[src/rtl/result_packer.sv]
// Packs two DATA_W-bit adder results into one MEM_WORD_SIZE-bit buffer word, steered by loc_sel,
// and hands the completed word plus per-half carries to the controller over valid/ready.
module result_packer #(
  parameter int unsigned DATA_W        = 32,
  parameter int unsigned MEM_WORD_SIZE = 64,
  parameter int unsigned CNT_W         = 16
) (
  input  logic                     clk_i,
  input  logic                     rst_ni,
  input  logic                     clear_i,
  input  logic                     in_valid_i,
  output logic                     in_ready_o,
  input  logic [DATA_W-1:0]        sum_i,
  input  logic                     carry_i,
  input  logic                     loc_sel_i,
  output logic                     out_valid_o,
  input  logic                     out_ready_i,
  output logic [MEM_WORD_SIZE-1:0] buff_result_o,
  output logic [1:0]               carry_o,
  output logic                     dup_err_o,
  output logic [CNT_W-1:0]         word_cnt_o
);

  typedef enum logic [1:0] {
    S_EMPTY = 2'd0,
    S_PART  = 2'd1,
    S_FULL  = 2'd2
  } state_e;

  state_e     state, state_next;
  logic [1:0] filled, filled_next;
  logic       accept;
  logic       drain;
  logic       dup_hit;

  assign accept  = in_valid_i && in_ready_o;
  assign drain   = out_valid_o && out_ready_i;
  assign dup_hit = accept && (state == S_PART) && filled[loc_sel_i];

  // State register
  always_ff @(posedge clk_i or negedge rst_ni) begin
    if (!rst_ni) begin
      state  <= S_EMPTY;
      filled <= '0;
    end else begin
      state  <= state_next;
      filled <= filled_next;
    end
  end

  // Next-state logic; clear overrides any concurrent accept or drain
  always_comb begin
    state_next  = state;
    filled_next = filled;
    if (clear_i) begin
      state_next  = S_EMPTY;
      filled_next = '0;
    end else begin
      unique case (state)
        S_EMPTY: begin
          if (accept) begin
            filled_next[loc_sel_i] = 1'b1;
            state_next             = S_PART;
          end
        end
        S_PART: begin
          if (accept) begin
            filled_next[loc_sel_i] = 1'b1;
            if (!filled[loc_sel_i]) state_next = S_FULL;
          end
        end
        S_FULL: begin
          if (out_ready_i) begin
            filled_next = '0;
            state_next  = S_EMPTY;
          end
        end
        default: begin
          filled_next = '0;
          state_next  = S_EMPTY;
        end
      endcase
    end
  end

  // Handshake outputs depend on registered state only
  always_comb begin
    in_ready_o  = 1'b1;
    out_valid_o = 1'b0;
    if (state == S_FULL) begin
      in_ready_o  = 1'b0;
      out_valid_o = 1'b1;
    end
  end

  // Buffer halves and their carries; the word is left intact after a drain or clear
  always_ff @(posedge clk_i or negedge rst_ni) begin
    if (!rst_ni) begin
      buff_result_o <= '0;
      carry_o       <= '0;
    end else if (accept && !clear_i) begin
      if (loc_sel_i) begin
        buff_result_o[MEM_WORD_SIZE-1 -: DATA_W] <= sum_i;
        carry_o[1]                               <= carry_i;
      end else begin
        buff_result_o[DATA_W-1:0] <= sum_i;
        carry_o[0]                <= carry_i;
      end
    end
  end

  always_ff @(posedge clk_i or negedge rst_ni) begin
    if (!rst_ni) begin
      dup_err_o <= 1'b0;
    end else if (clear_i) begin
      dup_err_o <= 1'b0;
    end else if (dup_hit) begin
      dup_err_o <= 1'b1;
    end
  end

  always_ff @(posedge clk_i or negedge rst_ni) begin
    if (!rst_ni) begin
      word_cnt_o <= '0;
    end else if (drain && !clear_i) begin
      word_cnt_o <= word_cnt_o + CNT_W'(1);
    end
  end

endmodule

[config.mk]
export PLATFORM = sky130hd
export DESIGN_NAME = result_packer
export DESIGN_NICKNAME = d
export VERILOG_FILES = /design/src/rtl/result_packer.sv
export SDC_FILE = /design/constraint.sdc
export NUM_CORES = 1
export LEC_CHECK = 0
export CORE_ASPECT_RATIO = 0.7
export CORE_MARGIN = 2
export CORE_UTILIZATION = 28
export DETAILED_ROUTE_END_ITERATION = 7
export DONT_BUFFER_PORTS = 1
export REMOVE_ABC_BUFFERS = 1
export SYNTH_ARGS = -nofsm -noshare
export SYNTH_HDL_FRONTEND = slang
export SYNTH_SLANG_ARGS = --single-unit
[constraint.sdc]
create_clock -name clk_i -period 5.5 [get_ports clk_i]
set_input_delay 0.55 -clock clk_i [delete_from_list [all_inputs] [get_ports clk_i]]
set_output_delay 0.55 -clock clk_i [all_outputs]
set_load 0.02 [all_outputs]
## After elaboration in Yosys (flattened, before gate mapping)

Index checks and enable logic that the tools add are counted.

- Bits in registers: 87
- Input port bits: 39
- Output and inout bits: 85
- Logic and storage cells: 52

- Add/sub/neg operators: 1
- $lt $le $gt $ge: 2
- Equal/unequal tests: 7
- Muxes and demuxes: 17
- Bitwise gates (word level): 2
- Reductions and logical operators: 15

Operators with widths:

| kind | count |
|---|---|
| 16-bit by 1-bit adder with 16-bit output (second input constant) | 1 |
| 2-bit 2-to-1 mux | 7 |
| 3-bit != test (second input constant) | 4 |
| 1-bit logical AND | 7 |
| 1-bit 2-to-1 mux | 7 |
| 2-bit one-hot mux with 3 select lines | 1 |
| 2-bit AND reduction | 3 |
| 2-bit one-hot mux with 2 select lines | 1 |
| 4-bit AND reduction | 1 |
| 3-bit by 1-bit != test with 1-bit output (second input constant) | 1 |
| 2-bit by 1-bit equality test with 1-bit output (second input constant) | 1 |
| 2-bit equality test (second input constant) | 1 |
| 2-bit zero test | 1 |
| 1-bit by 2-bit < comparator with 1-bit output (second input constant) | 1 |
| 2-bit OR | 1 |
| 2-bit nonzero test | 1 |
| 2-bit OR reduction | 1 |
| 1-bit demux with 1-bit select | 1 |
| 1-bit >= comparator (second input constant) | 1 |
| 1-bit zero test | 1 |
| 1-bit NOT | 1 |

## Depth between registers and ports, before layout

- Word-level depth: 8
- Gate-level depth with buffers: 6
- Mapped depth without buffers: 4

## Least setup slack after synthesis

No wires, ideal clock.

- Kind: input-to-reg
- Start point: in clear_i
- End point: reg word_cnt_o[14]
- Setup time: 0.129 ns
- Data arrival time: 1.865 ns
- Required time: 5.371 ns
- Setup slack: 3.505 ns
- Cell stages on the path: 6
- Path buffers: 2
- Cell sequence: buf_6 > and4bb_2 > buf_6 > nand4_4 > or4_1 > xnor2_1

- Word-level cells in the longest chain between the ends: 2

RTL lines:

| item | RTL line | text |
|---|---|---|
| start, declared | 10 | `input logic clear_i,` |
| 1-bit zero test | 125 | `end else if (drain && !clear_i) begin` |
| 1-bit logical AND | 125 |  |
| end signal, assigned | 126 | `word_cnt_o <= word_cnt_o + CNT_W'(1);` |
| end, declared | 21 | `output logic [CNT_W-1:0] word_cnt_o` |

Every way passes these cells.
A chain may end at the register's enable or synchronous reset.

## Worst setup path in the final report

- Start point: reg state[1]
- End point: reg carry_o[0]

- Word-level cells in the longest chain between the ends: 5

RTL lines:

| item | RTL line | text |
|---|---|---|
| start, declared | 30 | `state_e state, state_next;` |
| start signal, assigned | 46 | `state <= state_next;` |
| 2-bit equality test | 90 | `if (state == S_FULL) begin` |
| 1-bit 2-to-1 mux | 90 |  |
| net in_ready_o | 12 | `output logic in_ready_o,` |
| 1-bit logical AND | 36 | `assign accept = in_valid_i && in_ready_o;` |
| 1-bit logical AND | 101 | `end else if (accept && !clear_i) begin` |
| 2-bit AND reduction (no line) | n/a |  |
| end signal, assigned | 107 | `carry_o[0] <= carry_i;` |
| end, declared | 19 | `output logic [1:0] carry_o,` |

The timed path passes the listed nets, and every way through them passes these cells.

==> impl_metrics.tcl <==
set metrics [dict create \
    stdcell_count 397 \
    yosysUniqueCellTypes 29 \
    start_kind "register" \
    portBuffers 0 \
    start_util 0.2899 \
    finalSetupViolations 0 \
    die_h_um 96.68 \
    core_um2 11850 \
    post_route_cells_drive_above_1_share 0.3724 \
    cts_root_buf "clkbuf_16" \
    io-pin-count 124 \
    status "complete, no violations" \
    min_period_over_period 0.4519 \
    area_growth_pct 13.69 \
    synth_top_area_frac 0.6336 \
    gp_congestion 0.6654 \
    crit_required_ps 5720 \
    clock_path_buffers 2 \
    clock_latency_ps 330 \
    grt_pass1_wl_mm 10.67 \
    ant_nets 0 \
    synthArstFlopShare 1.000 \
    antenna_found_initial 1 \
    report.final.slew_viol_count 0 \
    synthTopCellsByArea "dfrtp_1, mux2_2, xnor2_1, nand4_1, nor2_1" \
    final_nets 274 \
    clk_pin_slew_worst_paths_ps 70 \
    ys_warn_count 0 \
    min_path_type "input pin to asynchronous set/reset pin" \
    cts_hold_buffers 1 \
    crit_start "state[1]" \
    grt_use_total 0.1072 \
    period_minus_slack_ps 2485 \
    hold_viol 0 \
    rsz0062_at_grt "false" \
    clock_skew_ps 5.314 \
    synth_top_area_cell "dfrtp_1" \
    routed_wirelength_mm 6.942 \
    dp_cells 379 \
    synth_common_cells "dfrtp_1, mux2_2, xnor2_1, nor2_1, nand2_1" \
    cts_tree "done" \
    setup_tns_ps 0 \
    ys_ff_latch 87 \
    rows 33 \
    wl_per_cell_um 17.49 \
    synth.most_common_cell "dfrtp_1" \
    yosysSeqAreaShare 0.6336 \
    grt_max_degree 88 \
    p_leak_nw 1.674 \
    gr-total-overflow 0 \
    endpoint_kind "register" \
    synth_area_um2 3436 \
    drtIter0Drc 41 \
    synthFlopType "dfrtp_1" \
    cts.sinks 87 \
    worstMarginPinSlew_ps 587.9 \
    drc_errors 0 \
    post_cts_resized 0 \
    avgSynthCellArea_um2 15.07 \
    die_area_um2 13190 \
    crit_type "register to register" \
    grt_pass1_vias 1960 \
    drt-vias-per-instance 4.615 \
    first_pass_iters 4 \
    synth-edff-count 0 \
    cp-endpoint "carry_o[0]" \
    r2r_cells 5 \
    vias 1832 \
    die_w_um 136.4 \
    timing.fmax_mhz 402.4 \
    htree_levels 3 \
    cp_max_fo 27 \
    cts_made_buffers 9 \
    reg2reg_from "state[1]" \
    cp.arrival_ps 2700 \
    cts_setup_buffers 0 \
    post-dp-hpwl_mm 4.935 \
    ir_worst_vdd_v 0.0001587 \
    powerDensity_nw_per_um2 429.7 \
    synthesis.instances 228 \
    cap_violations 0 \
    rr_endpoint "carry_o[0]" \
    slew_headroom 0.6064 \
    r2r_slack_ps 3010 \
]
==> sequential cells by signal (all words and copies together), names as in the netlist <==
| name | flops |
|---|---|
| buff_result_o | 64 |
| carry_o | 2 |
| dup_err_o | 1 |
| filled | 2 |
| state | 2 |
| word_cnt_o | 16 |
==> worst min path at each step <==
stage / depth (start not counted) / from / end
2_1_floorplan: 0 / rst_ni / buff_result_o[0]
3_3_place_gp: 0 / rst_ni / buff_result_o[1]
3_5_place_dp: 0 / rst_ni / buff_result_o[1]
4_1_cts: 1 / rst_ni / buff_result_o[26]
5_1_grt: 1 / rst_ni / buff_result_o[26]
6_report: 1 / rst_ni / buff_result_o[13]
==> routing by layer <==
layer,share of wire,vias up,global-route usage
met4,0.011,0,0.03686
met5,0,-,0
met2,0.47,90,0.1732
met1,0.37,909,0.1113
met3,0.14,8,0.07128
li1,-,825,-
==> cell families (layout without fill, tap and decap cells) <==
group,after synthesis,after routing,share of synthesized area
muxes,68,68,0.2229
buffers and inverters,11,22,0.01857
adders and majority gates,1,1,0.003641
DFF,87,87,0.6336
and+or+nand+nor,40,40,0.07211
xor gates and xnor gates,15,15,0.03824
other,0,1,0
AOI/OAI and AO/OA,6,6,0.01092
==> per-stage QoR <==
stage / power [W] / util / hold slack [ps] / area [um2] / setup WS [ps]
CTS: 0.001711 / 0.3294 / 130.4 / 3904 / 2943
global placement: 0.001099 / 0.3033 / 256.5 / 3595 / 3004
detailed placement: 0.001112 / 0.3033 / 256.6 / 3595 / 2945
global route: 0.001765 / 0.3296 / 123.5 / 3906 / 2809
floorplan: 0.001063 / - / 254.4 / 3383 / 2906
finish: 0.001679 / 0.3296 / 111.4 / 3906 / 3015
==> placed cells by master, fill, tap and decap left out, types with 3 or more instances in the layout <==
| master | Yosys | final |
|---|---|---|
| xnor2_1 | 11 | 11 |
| nand4_1 | 6 | 6 |
| mux2_2 | 67 | 67 |
| xor2_1 | 4 | 4 |
| dfrtp_1 | 87 | 87 |
| clkbuf_16 | 0 | 9 |
| nand2_1 | 8 | 8 |
| inv_1 | 3 | 3 |
| nor2_1 | 10 | 10 |
| and3_1 | 3 | 3 |
==> where the power goes <==
| part | total [W] | switching, W | internal, W |
|---|---|---|---|
| combinational | 0.000143 | 0.0000535 | 0.0000892 |
| sequential | 0.000965 | 0.000217 | 0.000748 |
| clock | 0.000571 | 0.000258 | 0.000313 |
==> final cells by class <==
cell class,count,area (um2)
antenna,1,2.502
timing repair buffer,3,42.54
clock buffer,10,229.0
inverter,3,11.26
sequential,87,2177
clock inverter,6,52.55
multi-input combinational,130,1195
fill,1160,7944
tap,157,196.4
==> critical path: stages, from the launching register on <==
cell      delay, ps
dfrtp_1         450
nand2b_1        280
inv_1           220
nor4b_4         560
buf_4           450
mux2_2          390
(Power assumes the default switching activity.)
